<file path="src/rtl/idex_hazard_ctrl_pkg.sv">
// Shared pipeline definitions: register-index width, datapath width and the
// hazard sequencer state encodings used by ID/EX control and debug ports.
package idex_hazard_ctrl_pkg;

  localparam int REG_IDX_W = 5;
  localparam int XLEN      = 32;

  typedef enum logic [1:0] {
    ST_RUN     = 2'd0,
    ST_LOADUSE = 2'd1,
    ST_FLUSH   = 2'd2,
    ST_MEMWAIT = 2'd3
  } state_t;

endpackage

</file>
<file path="src/rtl/idex_hazard_ctrl_hazard_detect.sv">
// Load-use hazard equation: ID source register matches a pending load's rd.
// Purely combinational, zero latency; x0 never produces a hazard.
module idex_hazard_ctrl_hazard_detect
  import idex_hazard_ctrl_pkg::*;
(
  input  logic [REG_IDX_W-1:0] rs1,
  input  logic [REG_IDX_W-1:0] rs2,
  input  logic                 uses_rs1,
  input  logic                 uses_rs2,
  input  logic [REG_IDX_W-1:0] rd,
  input  logic                 reg_write,
  input  logic                 mem_read,
  output logic                 hazard
);

  logic rs1_match;
  logic rs2_match;

  assign rs1_match = uses_rs1 && (rs1 == rd);
  assign rs2_match = uses_rs2 && (rs2 == rd);
  assign hazard    = mem_read && reg_write && (rd != '0) && (rs1_match || rs2_match);

endmodule

</file>
<file path="src/rtl/idex_hazard_ctrl.sv">
// IF/ID and ID/EX sequencer: load-use bubbles, branch flushes, memory-wait freeze.
// Controls act in the same cycle; MEMbusy overrides everything and freezes the pipe.
module idex_hazard_ctrl
  import idex_hazard_ctrl_pkg::*;
#(
  parameter int FLUSH_CYCLES = 2,
  parameter int CNT_W        = 16
) (
  input  logic                 CLK,
  input  logic                 RST_N,
  input  logic [REG_IDX_W-1:0] IDrs1,
  input  logic [REG_IDX_W-1:0] IDrs2,
  input  logic                 IDusesRs1,
  input  logic                 IDusesRs2,
  input  logic [REG_IDX_W-1:0] IDEXrd,
  input  logic                 IDEXregWrite,
  input  logic                 IDEXmemRead,
  input  logic                 EXbranchTaken,
  input  logic                 MEMbusy,
  output logic                 PCwrite,
  output logic                 IFIDwrite,
  output logic                 IFIDflush,
  output logic                 IDEXhold,
  output logic                 IDEXbubble,
  output logic [1:0]           State,
  output logic [CNT_W-1:0]     StallCount
);

  localparam logic [2:0] FLUSH_M1 = 3'(FLUSH_CYCLES - 1);

  state_t     state_q, state_d;
  logic [2:0] fcnt_q, fcnt_d;
  logic       hazard;
  logic       pc_we, ifid_we, ifid_fl, idex_hd, idex_bb;

  idex_hazard_ctrl_hazard_detect u_hazard (
    .rs1       (IDrs1),
    .rs2       (IDrs2),
    .uses_rs1  (IDusesRs1),
    .uses_rs2  (IDusesRs2),
    .rd        (IDEXrd),
    .reg_write (IDEXregWrite),
    .mem_read  (IDEXmemRead),
    .hazard    (hazard)
  );

  // LOADUSE and a released MEMWAIT evaluate exactly like RUN.
  always_comb begin
    state_d = state_q;
    fcnt_d  = fcnt_q;
    pc_we   = 1'b1;
    ifid_we = 1'b1;
    ifid_fl = 1'b0;
    idex_hd = 1'b0;
    idex_bb = 1'b0;
    if (MEMbusy) begin
      pc_we   = 1'b0;
      ifid_we = 1'b0;
      idex_hd = 1'b1;
      if (state_q != ST_FLUSH) state_d = ST_MEMWAIT;
    end else if (state_q == ST_FLUSH) begin
      ifid_fl = 1'b1;
      idex_bb = 1'b1;
      if (fcnt_q <= 3'd1) begin
        fcnt_d  = 3'd0;
        state_d = ST_RUN;
      end else begin
        fcnt_d = fcnt_q - 3'd1;
      end
    end else if (EXbranchTaken) begin
      ifid_fl = 1'b1;
      idex_bb = 1'b1;
      fcnt_d  = FLUSH_M1;
      state_d = (FLUSH_M1 != 3'd0) ? ST_FLUSH : ST_RUN;
    end else if (hazard) begin
      pc_we   = 1'b0;
      ifid_we = 1'b0;
      idex_bb = 1'b1;
      state_d = ST_LOADUSE;
    end else begin
      state_d = ST_RUN;
    end
  end

  always_ff @(posedge CLK or negedge RST_N) begin
    if (!RST_N) begin
      state_q    <= ST_RUN;
      fcnt_q     <= 3'd0;
      StallCount <= '0;
    end else begin
      state_q <= state_d;
      fcnt_q  <= fcnt_d;
      if (!pc_we && (StallCount != '1)) StallCount <= StallCount + CNT_W'(1);
    end
  end

  // While in reset the pipe is held with a bubble entering ID/EX.
  assign PCwrite    = RST_N && pc_we;
  assign IFIDwrite  = RST_N && ifid_we;
  assign IFIDflush  = RST_N && ifid_fl;
  assign IDEXhold   = RST_N && idex_hd;
  assign IDEXbubble = !RST_N || (idex_bb && !idex_hd);
  assign State      = state_q;

endmodule

</file>
<file path="config.mk">
export PLATFORM = sky130hd
export DESIGN_NAME = idex_hazard_ctrl
export DESIGN_NICKNAME = d
export VERILOG_FILES = /design/src/rtl/idex_hazard_ctrl_pkg.sv /design/src/rtl/idex_hazard_ctrl_hazard_detect.sv /design/src/rtl/idex_hazard_ctrl.sv
export SDC_FILE = /design/constraint.sdc
export NUM_CORES = 1
export LEC_CHECK = 0
export BUFFER_PORTS_ARGS = -buffer_cell sky130_fd_sc_hd__buf_2
export CORE_UTILIZATION = 40
export CTS_BUF_LIST = sky130_fd_sc_hd__clkbuf_8 sky130_fd_sc_hd__clkbuf_16
export CTS_CLUSTER_DIAMETER = 50
export DETAILED_ROUTE_END_ITERATION = 10
export PLACE_DENSITY_LB_ADDON = 0.3
export SETUP_SLACK_MARGIN = 0.2
export SYNTH_ARGS = -nofsm -noshare
export SYNTH_HDL_FRONTEND = slang
export SYNTH_SLANG_ARGS = --single-unit
</file>
<file path="constraint.sdc">
create_clock -name CLK -period 5.7 [get_ports CLK]
set_clock_uncertainty 0.2 [all_clocks]
set_input_delay 1.14 -clock CLK [delete_from_list [all_inputs] [get_ports CLK]]
set_output_delay 1.14 -clock CLK [all_outputs]
set_load 0.02 [all_outputs]
</file>
==> impl_metrics.yaml <==
global_routing:
  grt_pass1_vias: 1014
  grt_overflow: 0
  track_usage_pct: 16.1
  antenna_found_initial: 0
  grt_pass1_wl_um: 4210
  grt_start_max_net_pins: 25
power_and_ir_drop:
  seqPwrFrac_pct: 42.0
  clock_power_share_pct: 17.5
  p_sw_share_pct: 40.2
  pwr-share-comb_pct: 40.5
  power.internal_mw: 0.328
  power.density_nw_per_um2: 346
  power.leakage_nw: 0.782
  power_switching_mw: 0.221
  ir_worst_vdd_mv: 0.223
synth:
  synth_seq_cells: 21
  synth.area.top_cells: "dfrtp_1, xnor2_1, xor2_1, nor2_1, ha_1"
  synthSimpleGateAreaFrac_pct: 23.2
  ys_types: 35
  synthAdderAreaFrac_pct: 2.95
  synth_xor_area_share_pct: 16.5
  synth_fp_nets: 154
  synth_area_um2: 1270
  synthCells: 128
  synth_area_per_cell_um2: 9.93
  synth_top_family_by_area: "simple AND/OR/NAND/NOR gates"
  seq_area_frac_synth_pct: 41.3
  synthMuxAreaShare_pct: 2.36
  synth_top_area_share_pct: 41.3
  synth_compound_area_share_pct: 11.1
  yosysWarnings: 0
  yosys.area.top_type: "dfrtp_1"
timing:
  period_minus_slack_ns: 3.95
  tightest_slew_ns: 0.552
  hold_viol: 0
  tns_ns: 0
  setup_viol: 0
  rsz0062_at_grt: "no"
  fmax_ghz: 0.253
  drv_slew: 0
  period_share_pct: 69.4
  slew_headroom_pct: 63.2
routing:
  postRouteWirelength_um: 2680
  drt_first_pass_iters: 4
  routedWlPerCell_um: 12.2
  viasPerCell: 4.92
  drt_iter0_markers: 30
  ant_nets: 0
  drc: 0
  via_count: 1077
setup_path:
  arrival_ns: 2.61
  ff2ff_path_depth: 6
  endpoint_kind: "output pin"
  rrSetupSlack_ns: 3.54
  start_kind: "input port"
  critical_path_class: "in2out"
  rr_startpoint: "StallCount[0]"
  rr_endpoint: "StallCount[10]"
  cp_max_fo: 4
  critPathRequiredTime_ns: 4.36
placed_design:
  io_buffers: 45
  place_congestion: 0.828
  dpl_cell_area_um2: 1540
  hpwl_um: 2050
clock_network:
  cts_tree: "built"
  insertion_delay_ns: 0.26
  cts_resized: 0
  clockBufferDepth: 2
  clk_pin_slew_worst_paths_ns: 0.07
  cts-htree-levels: 1
  holdBufCountCts: 0
  cts_buffers: 3
  ctsRootBufferMaster: "clkbuf_8"
  clock_sinks: 21
  post_cts_buffers: 0
floorplanning:
  rows: 20
  die_x_um: 58.4
  core_um2: 3030
  design.portCount: 46
  die_height_um: 58.4
  die-area_um2: 3410
  start_util_pct: 42.0
cells_and_area:
  layout_common_cells: "buf_2, dfrtp_1, xnor2_1, xor2_1, nor2_1"
  fillCellCount: 294
  layout_commonest_cell: "buf_2"
  regArea_um2: 526
  fin_area_um2: 1580
  multi_input_comb_area_um2: 714
  num_antenna_cells: 0
  final_core_util_pct: 52.3
  fin_nets: 202
  area_delta_synth_final_pct: 24.6
  drive_gt1_share_pct: 33.1
hold_path:
  holdPathStages: 2
  hold_path.class: "reg2reg"
  hold_path_end: "fcnt_q[2]"
  min_from: "fcnt_q[2]"
job:
  cap_violations: 0
status:
  status: "finished clean"
logic make-up after synthesis:
group	count (synthesis)
AO/OA/AOI/OAI	16
XOR/XNOR	24
adder cells (fa/ha/maj)	3
buffers and inverters	7
flip-flops	21
multiplexers	2
AND/OR/NAND/NOR	55
worst max-delay path by stage:
stage / from / to / depth (start not counted) / slack, ns
2_1_floorplan: IDEXrd[1] / PCwrite / 5 / 1.76
3_3_place_gp: IDEXrd[2] / IDEXbubble / 8 / 1.75
3_5_place_dp: IDEXrd[0] / IDEXbubble / 8 / 1.73
4_1_cts: IDEXrd[0] / IDEXbubble / 8 / 1.72
5_1_grt: IDEXrd[2] / IDEXbubble / 8 / 1.61
6_report: IDEXrd[0] / IDEXbubble / 8 / 1.75
routing by layer:
| layer | up-vias | wire, µm | GRT usage, % |
|---|---|---|---|
| met5 | - | 0 | 0 |
| met4 | 0 | 19 | 7.48 |
| met3 | 2 | 154 | 2.86 |
| met2 | 36 | 1250 | 27.3 |
| met1 | 502 | 1260 | 20.1 |
| li1 | 537 | - | - |
synth_stat cells:
master,number
and2_1,2
o21ai_0,4
o211ai_2,1
nor2_1,11
and3_1,3
and2b_2,1
o32a_1,1
nor2_2,2
nand3_1,7
nand2b_1,3
nor3b_1,1
a311o_1,1
inv_1,5
nand4_1,3
xnor2_1,12
a21oi_1,2
nand2_1,10
ha_1,3
a21oi_4,2
nor4b_2,1
buf_4,1
nor3_1,6
nand3b_1,1
buf_2,1
mux2_4,2
o21bai_1,1
dfrtp_1,21
o22ai_1,1
o32ai_1,1
or4_1,1
o31a_1,1
nor2b_1,1
xor2_1,12
and4_1,2
a311oi_2,1
flip-flops by register name, summed over array words and instances, names as in the netlist:
register and count:
State 2, StallCount 16, fcnt_q 3
through the flow:
step	setup slack (ns)	total power [mW]	instances	hold WS, ns
floorplan	1.76	0.382	128	0.255
global placement	1.75	0.447	215	0.274
detailed placement	1.73	0.456	215	0.282
CTS	1.72	0.554	219	0.296
global route	1.61	0.588	219	0.327
finish	1.75	0.548	219	0.305
final cells by class:
| cell class | instances | area share (%) |
|---|---|---|
| clock buffer | 3 | 2.61 |
| multi-input combinational | 100 | 45.1 |
| sequential | 21 | 33.2 |
| tap | 44 | 3.48 |
| inverter | 5 | 1.18 |
| timing repair buffer | 45 | 14.2 |
| clock inverter | 1 | 0.237 |
critical path, stage by stage:
cell and delay (ns):
buf_2 0.13, xnor2_1 0.18, nand4_1 0.11, o22ai_1 0.47
and2b_2 0.25, nor2_1 0.04, o21ai_0 0.12, buf_2 0.18
power groups by stage:
stage	sequential, mW	combinational [mW]	clock (mW)
after detailed placement	0.232	0.223	0
after CTS	0.229	0.225	0.0994
final	0.230	0.222	0.0961
after floorplan	0.264	0.118	0
after global routing	0.237	0.246	0.106
after global placement	0.230	0.218	0
No activity file was read; power rests on OpenSTA's default activity.
